### config.mk
export PLATFORM = sky130hd
export DESIGN_NAME = simon_seq_engine
export DESIGN_NICKNAME = d
export VERILOG_FILES = /design/src/rtl/simon_seq_engine.sv
export SDC_FILE = /design/constraint.sdc
export NUM_CORES = 1
export LEC_CHECK = 0
export CAP_MARGIN = 20
export CORE_MARGIN = 3
export CORE_UTILIZATION = 35
export CTS_BUF_LIST = sky130_fd_sc_hd__clkbuf_16
export CTS_CLUSTER_SIZE = 10
export DETAILED_ROUTE_END_ITERATION = 8
export GPL_ROUTABILITY_DRIVEN = 0
export GPL_TIMING_DRIVEN = 0
export MAX_ROUTING_LAYER = met4
export PLACE_DENSITY = 0.61
export SLEW_MARGIN = 30
export SYNTH_ARGS = -nofsm -noshare
export SYNTH_HDL_FRONTEND = slang
export SYNTH_SLANG_ARGS = --single-unit
### constraint.sdc
create_clock -name clk -period 3.88 [get_ports clk]
set_input_delay 0.582 -clock clk [delete_from_list [all_inputs] [get_ports clk]]
set_output_delay 0.582 -clock clk [all_outputs]
set_load 0.02 [all_outputs]
### src/rtl/simon_seq_engine.sv
// simon_seq_engine: sequence engine for a four-lamp memory game.
// The engine appends a random step, replays the whole sequence on the lamps,
// then waits for the player to repeat it within a timeout.
//
// Optional feature: define SIMON_ECHO_EN to echo each correct player press on
// simon_num/simon_pressed for one cycle. Without it, simon_pressed stays low
// while waiting, and simon_num keeps the last value shown.
//
// Strobe semantics: start and player_pressed are single-cycle strobes. They
// are sampled on the rising clk edge and need no acknowledge. start only acts
// in IDLE or OVER. player_pressed only acts in WAIT, and player_num is
// qualified by it.
//
// dbgState exposes the FSM state encoding so that checkers can bind to it:
// 0 IDLE, 1 ADD, 2 SHOW_ON, 3 SHOW_OFF, 4 WAIT, 5 OVER.
module simon_seq_engine #(
  parameter int BTN_W         = 2,
  parameter int MAX_LEVEL     = 16,
  parameter int ON_TICKS      = 30,
  parameter int OFF_TICKS     = 30,
  parameter int TIMEOUT_TICKS = 120,
  localparam int LW           = $clog2(MAX_LEVEL + 1)
) (
  input  logic             clk,
  input  logic             reset,
  input  logic             start,
  input  logic [BTN_W-1:0] rand_in,
  input  logic [BTN_W-1:0] player_num,
  input  logic             player_pressed,
  output logic             simon_turn,
  output logic [BTN_W-1:0] simon_num,
  output logic             simon_pressed,
  output logic [LW-1:0]    level,
  output logic             game_over,
  output logic             win,
  output logic [2:0]       dbgState
);

  // Index width into the sequence memory. It is at least 1 bit.
  localparam int IW    = (MAX_LEVEL > 1) ? $clog2(MAX_LEVEL) : 1;
  // One shared tick counter serves the on, off and timeout phases.
  localparam int TMAX1 = (ON_TICKS > OFF_TICKS) ? ON_TICKS : OFF_TICKS;
  localparam int TMAX  = (TMAX1 > TIMEOUT_TICKS) ? TMAX1 : TIMEOUT_TICKS;
  localparam int TW    = $clog2(TMAX + 1);

  typedef enum logic [2:0] {
    S_IDLE     = 3'd0,
    S_ADD      = 3'd1,
    S_SHOW_ON  = 3'd2,
    S_SHOW_OFF = 3'd3,
    S_WAIT     = 3'd4,
    S_OVER     = 3'd5
  } state_t;

  state_t           state;
  logic [IW-1:0]    idx;
  logic [TW-1:0]    timer;
  logic [BTN_W-1:0] mem [MAX_LEVEL];
  logic             isLast;

  assign dbgState = state;
  // The index is at the final entry of the current sequence.
  assign isLast   = ((LW'(idx) + LW'(1)) == level);

  // Sequence memory is not reset. In ADD, entry [level] is always a fresh
  // slot, so earlier steps are never overwritten within a game.
  always_ff @(posedge clk) begin
    if (state == S_ADD) begin
      mem[level[IW-1:0]] <= rand_in;
    end
  end

  // Game FSM. Every output is registered and updated together with its state.
  always_ff @(posedge clk or posedge reset) begin
    if (reset) begin
      state         <= S_IDLE;
      simon_turn    <= 1'b0;
      simon_num     <= '0;
      simon_pressed <= 1'b0;
      level         <= '0;
      game_over     <= 1'b0;
      win           <= 1'b0;
      idx           <= '0;
      timer         <= '0;
    end else begin
      case (state)
        S_IDLE, S_OVER: begin
          simon_pressed <= 1'b0;
          if (start) begin
            state      <= S_ADD;
            level      <= '0;
            win        <= 1'b0;
            game_over  <= 1'b0;
            simon_turn <= 1'b1;
          end
        end

        S_ADD: begin
          // On the first level, mem[0] is written at this edge, so forward rand_in.
          state         <= S_SHOW_ON;
          level         <= level + LW'(1);
          idx           <= '0;
          timer         <= '0;
          simon_pressed <= 1'b1;
          simon_num     <= (level == '0) ? rand_in : mem[0];
        end

        S_SHOW_ON: begin
          if (timer == TW'(ON_TICKS - 1)) begin
            state         <= S_SHOW_OFF;
            simon_pressed <= 1'b0;
            timer         <= '0;
          end else begin
            timer <= timer + TW'(1);
          end
        end

        S_SHOW_OFF: begin
          if (timer == TW'(OFF_TICKS - 1)) begin
            timer <= '0;
            if (isLast) begin
              state      <= S_WAIT;
              idx        <= '0;
              simon_turn <= 1'b0;
            end else begin
              state         <= S_SHOW_ON;
              idx           <= idx + IW'(1);
              simon_pressed <= 1'b1;
              simon_num     <= mem[idx + IW'(1)];
            end
          end else begin
            timer <= timer + TW'(1);
          end
        end

        S_WAIT: begin
          simon_pressed <= 1'b0;
          // A press beats the timeout, even on the final timeout cycle.
          if (player_pressed) begin
            if (player_num == mem[idx]) begin
              timer <= '0;
`ifdef SIMON_ECHO_EN
              simon_pressed <= 1'b1;
              simon_num     <= player_num;
`endif
              if (isLast) begin
                idx <= '0;
                if (level == LW'(MAX_LEVEL)) begin
                  state     <= S_OVER;
                  win       <= 1'b1;
                  game_over <= 1'b1;
                end else begin
                  state      <= S_ADD;
                  simon_turn <= 1'b1;
                end
              end else begin
                idx <= idx + IW'(1);
              end
            end else begin
              state     <= S_OVER;
              win       <= 1'b0;
              game_over <= 1'b1;
            end
          end else if (timer == TW'(TIMEOUT_TICKS - 1)) begin
            state     <= S_OVER;
            win       <= 1'b0;
            game_over <= 1'b1;
          end else begin
            timer <= timer + TW'(1);
          end
        end

        default: begin
          state <= S_IDLE;
        end
      endcase
    end
  end

endmodule

Yosys cells after proc, flatten, opt, wreduce, memory -nomap -nowiden
Memories as Yosys holds them, arrays and structs flattened.
Cells that the tools add are included.

operators by class
  equal/unequal tests = 24
  reduce and logical (&&, ||, !) cells = 20
  $add $sub $neg = 4
  muxes and demuxes = 51

operators by type and width
  operator               count
  $mux W7                4
  $mux W3                9
  $mux W1                21
  $pmux W7 S3            1
  $ne A2 B2 Y1 const B   9
  $mux W4                4
  $pmux W3 S5            1
  $pmux W4 S3            1
  $pmux W5 S2            1
  $reduce_and A5 Y1      2
  $ne A3 B3 Y1 const B   3
  $reduce_bool A3 Y1     3
  $ne A4 B4 Y1 const B   2
  $reduce_and A4 Y1      2
  $reduce_and A8 Y1      1
  $add A7 B1 Y7 const B  1
  $eq A7 B5 Y1 const B   1
  $eq A7 B7 Y1 const B   1
  $eq A3 B2 Y1 const B   2
  $eq A3 B3 Y1 const B   2
  $mux W2                3
  $reduce_and A3 Y1      2
  $reduce_bool A2 Y1     3
  $add A4 B1 Y5 const B  1
  other kinds (17)       19

storage, ports and cells
  memories kept = 1
  memory bits (writable) = 32
  register bits after elaboration = 25
  input bits = 8
  logic and storage cells = 109

memories
  name  depth  bits a word  rd ports  clocked after memory_dff  wr ports  RTL line  RTL
  mem   16     2            3         0                         1         58        logic [BTN_W-1:0] mem [MAX_LEVEL];

Longest topological paths before layout
  depth in word-level cells = 6
  depth in mapped cells = 10
  depth with buffers taken out = 9

Worst setup path before layout
Ideal clock, no wire load.

  path kind = register to register
  start = reg idx[0]
  end = reg idx[3]
  required time = 3.753 ns
  period minus slack after synthesis = 2.648 ns
  path slack = 1.232 ns
  cell stages (with the launch flop) = 9
  buffers on the path = 1
  arrival time = 2.521 ns
  path through = dfrtp_1 buf_6 mux4_2 mux2_2 a22oi_1 xnor2_1 nor4_4 or2_2 mux2_1

between the ends
  word-level cells in the longest chain between the ends = 6

RTL lines
  element                 RTL line  RTL
  from (decl)             56        logic [IW-1:0] idx;
  from (signal assigned)  127       idx <= idx + IW'(1);
  from (signal assigned)  157       idx <= idx + IW'(1);
  $add A4 B1 Y5           63        assign isLast = ((LW'(idx) + LW'(1)) == level);
  $eq A5 B5 Y1            63
  $mux W4                 121, 146
  $mux W4                 140       if (player_num == mem[idx]) begin
  $mux W4                 139       if (player_pressed) begin
  $pmux W4 S3             86        case (state)

Parallel ways exist; a longest one is shown, timed or not. The select of a mux whose other input is x is not followed.
A chain may end at the register's enable or synchronous reset.

Worst setup path after layout
  start = reg idx[1]
  end = reg simon_num[1]

between the ends
  word-level cells in the longest chain between the ends = 5

RTL lines
  element               RTL line  RTL
  $add A4 B1 Y4         129       simon_num <= mem[idx + IW'(1)];
  $mem_v2 Z16 W2        -
  $mux W2               121       if (isLast) begin
  $mux W2               119       if (timer == TW'(OFF_TICKS - 1)) begin
  $pmux W2 S2           86
  to (signal assigned)  105       simon_num <= (level == '0) ? rand_in : mem[0];
  to (signal assigned)  129
  to (decl)             31        output logic [BTN_W-1:0] simon_num,

Parallel ways exist; a longest one is shown, timed or not. The select of a mux whose other input is x is not followed.

==> results_dict.tcl <==
set metrics [dict create \
    status "finished, final reports clean" \
    placed_area_mm2 0.00360 \
    cts_tree "yes" \
    antenna_found_initial 0 \
    grt_remaining_overflow 0 \
    tightestPinTransition_ps 816 \
    cts_resized 0 \
    syn_area_per_cell_um2 11.2 \
    path_cells "ha_1 > clkbuf_1 > mux4_2 > nor2b_1 > a211oi_1 > a21oi_1 > nor2_1 > a21oi_1 > mux2_2" \
    cts_sinks 57 \
    synth-edff-count 32 \
    grt.total_usage_pct 16.0 \
    setup_viol 0 \
    synthesis.area_mm2 0.00325 \
    cts_buffers 9 \
    grt_pass1_wl_um 12300 \
    core_area_mm2 0.00889 \
    slowest_delay_ps 610 \
    cts_hold_buf 0 \
    drcViolationCount 0 \
    hold_viol_final 0 \
    clk_pin_slew_worst_paths_ps 50 \
    synth.most_common_cell "edfxtp_1" \
    ys_async_sr_fraction_pct 43.9 \
    synth_cell_types 54 \
    hold_class "reg2reg" \
    dieArea_mm2 0.0105 \
    path_delay_family "multiplexers" \
    ir_worst_vdd_mv 0.307 \
    relSlewSlack_pct 45.6 \
    drive_gt1_share_pct 11.6 \
    p_leak_nw 1.43 \
    drt-vias-per-instance 5.51 \
    start_util_pct 36.6 \
    post_synth_inst_count 290 \
    synth_common_cells "edfxtp_1 (32), nor2_1 (28), dfrtp_1 (25), nand2_1 (25), mux2i_1 (18)" \
    root_buffer "clkbuf_16" \
    crit_path_frequent_cell "a21oi_1" \
    rsz0062_at_grt "false" \
    nets 337 \
    design_area_mm2 0.00388 \
    drt-wirelength-per-cell_um 17.2 \
    ant_nets 0 \
    grt_max_degree 26 \
    final_max_slew_viol_count 0 \
    io_buffers 21 \
    final.setup_skew_ps 7.50 \
    place_hpwl_um 5430 \
    synth_warnings 0 \
    vias 2397 \
    grt_pass1_vias 2396 \
    synth.area.top_cells "edfxtp_1 (30%), dfrtp_1 (19%), mux4_2 (7.6%), mux2i_1 (5.5%), nor2_1 (3.2%)" \
    crit_buf_inv 1 \
    power_density_mw_per_mm2 694 \
    rows 34 \
    critPathMaxFanout 10 \
    crit_path_end_kind "register" \
    period_share_pct 78.8 \
    routed_wl_um 7500 \
    fin_tns_setup_ps 0 \
    slowest_stage "clkbuf_1" \
    io_pins 22 \
    worst_ep_arrival_time_ps 3270 \
    die_w_um 102 \
    fmax_mhz 327 \
    dieHeight_um 102 \
    yosysTopAreaCell "edfxtp_1" \
    synthFlopType "edfxtp_1" \
    htree_levels 3 \
    n_antenna_cell 0 \
    start_kind "register" \
    ys_ff_latch 57 \
    drv_cap 0 \
    min_period_ps 3060 \
    synthToLayoutAreaGrowth_pct 19.2 \
    drt_pass1_iterations 4 \
    syn-num-nets 305 \
    worstSetupPathType "reg2reg" \
    clk_latency_ps 330 \
    seq_area_frac_synth_pct 48.8 \
    required_ps 4090 \
    cts_setup_buffers 0 \
    yosysTopAreaCellShare_pct 29.5 \
    drtIter0Drc 197 \
    cts.path.max_buffers 2 \
]
## path summary, 6_finish.rpt
check,from,slack (ps),cells after the start,end
worst max-delay path,idx[1]$_DFFE_PP0P_,820,9,simon_num[1]$_DFFE_PP0P_
worst min-delay path,game_over$_DFFE_PP0P_,480,1,game_over$_DFFE_PP0P_
worst max register to register,idx[1]$_DFFE_PP0P_,820,9,simon_num[1]$_DFFE_PP0P_
worst min register to register,game_over$_DFFE_PP0P_,480,1,game_over$_DFFE_PP0P_
max in group asynchronous,reset,2880,2,level[2]$_DFFE_PP0P_
min in group asynchronous,reset,620,2,timer[5]$_DFFE_PP0P_
## kinds of logic (layout without fill, tap and decap cells)
| family | Yosys count | after routing | share of synthesized area [%] |
|---|---|---|---|
| simple gates | 99 | 99 | 15.1 |
| compound gates | 61 | 61 | 12.6 |
| flops | 57 | 57 | 48.8 |
| mux | 36 | 36 | 15.7 |
| buf+inv | 22 | 59 | 3.04 |
| xor+xnor | 8 | 8 | 2.15 |
| fa+ha+maj | 7 | 7 | 2.69 |
## through the flow
step | hold slack, ps | utilization [%] | power, mW | instances | setup WS (ps)
floorplan | 506 | - | 1.64 | 290 | 1230
global placement | 463 | 40.5 | 1.94 | 419 | 849
detailed placement | 472 | 40.5 | 1.96 | 419 | 806
CTS | 484 | 43.6 | 2.71 | 435 | 791
global route | 514 | 43.6 | 2.87 | 435 | 558
finish | 485 | 43.6 | 2.69 | 435 | 824
## flip-flops by register name (all words and copies together) (netlist names)
name and cells:
idx 4, win 1, simon_turn 1, game_over 1, level 5, simon_num 2
timer 7, simon_pressed 1, mem 32, dbgState 3
## cells in the final DEF (no fill, tap or decap), types with 10 or more instances in the layout
cell and count:
nand3_1 10, clkbuf_1 10, inv_1 10, clkdlybuf4s50_1 21
nand2_1 25, nor2_1 28, a21oi_1 15, mux2i_1 18
mux4_2 11, dfrtp_1 25, edfxtp_1 32
## area by class of cell
cell class	count	area, um2
well taps	108	135
multi-input cells	211	1570
clock inverters	7	55.1
clock buffers	9	225
flip-flops and latches	57	1590
plain buffers	14	68.8
fillers	788	5010
repair buffers	21	210
inverters	8	30.0
## per-layer routing
layer	part of all wire, %	up-vias	wire, um	GRT usage, %
met5	0	-	0	-
met3	3.6	10	271	4.03
met1	47	1181	3560	20.9
met4	1.1	0	86	5.15
li1	-	1152	-	-
met2	48	54	3590	24.5
## where the power goes
part           leakage [nW]  switching, mW  internal (mW)
clock                 0.150          0.258          0.484
combinational         0.670          0.644          0.501
sequential            0.611         0.0780          0.727
total                  1.43          0.980           1.71
(Power assumes the default switching activity.)
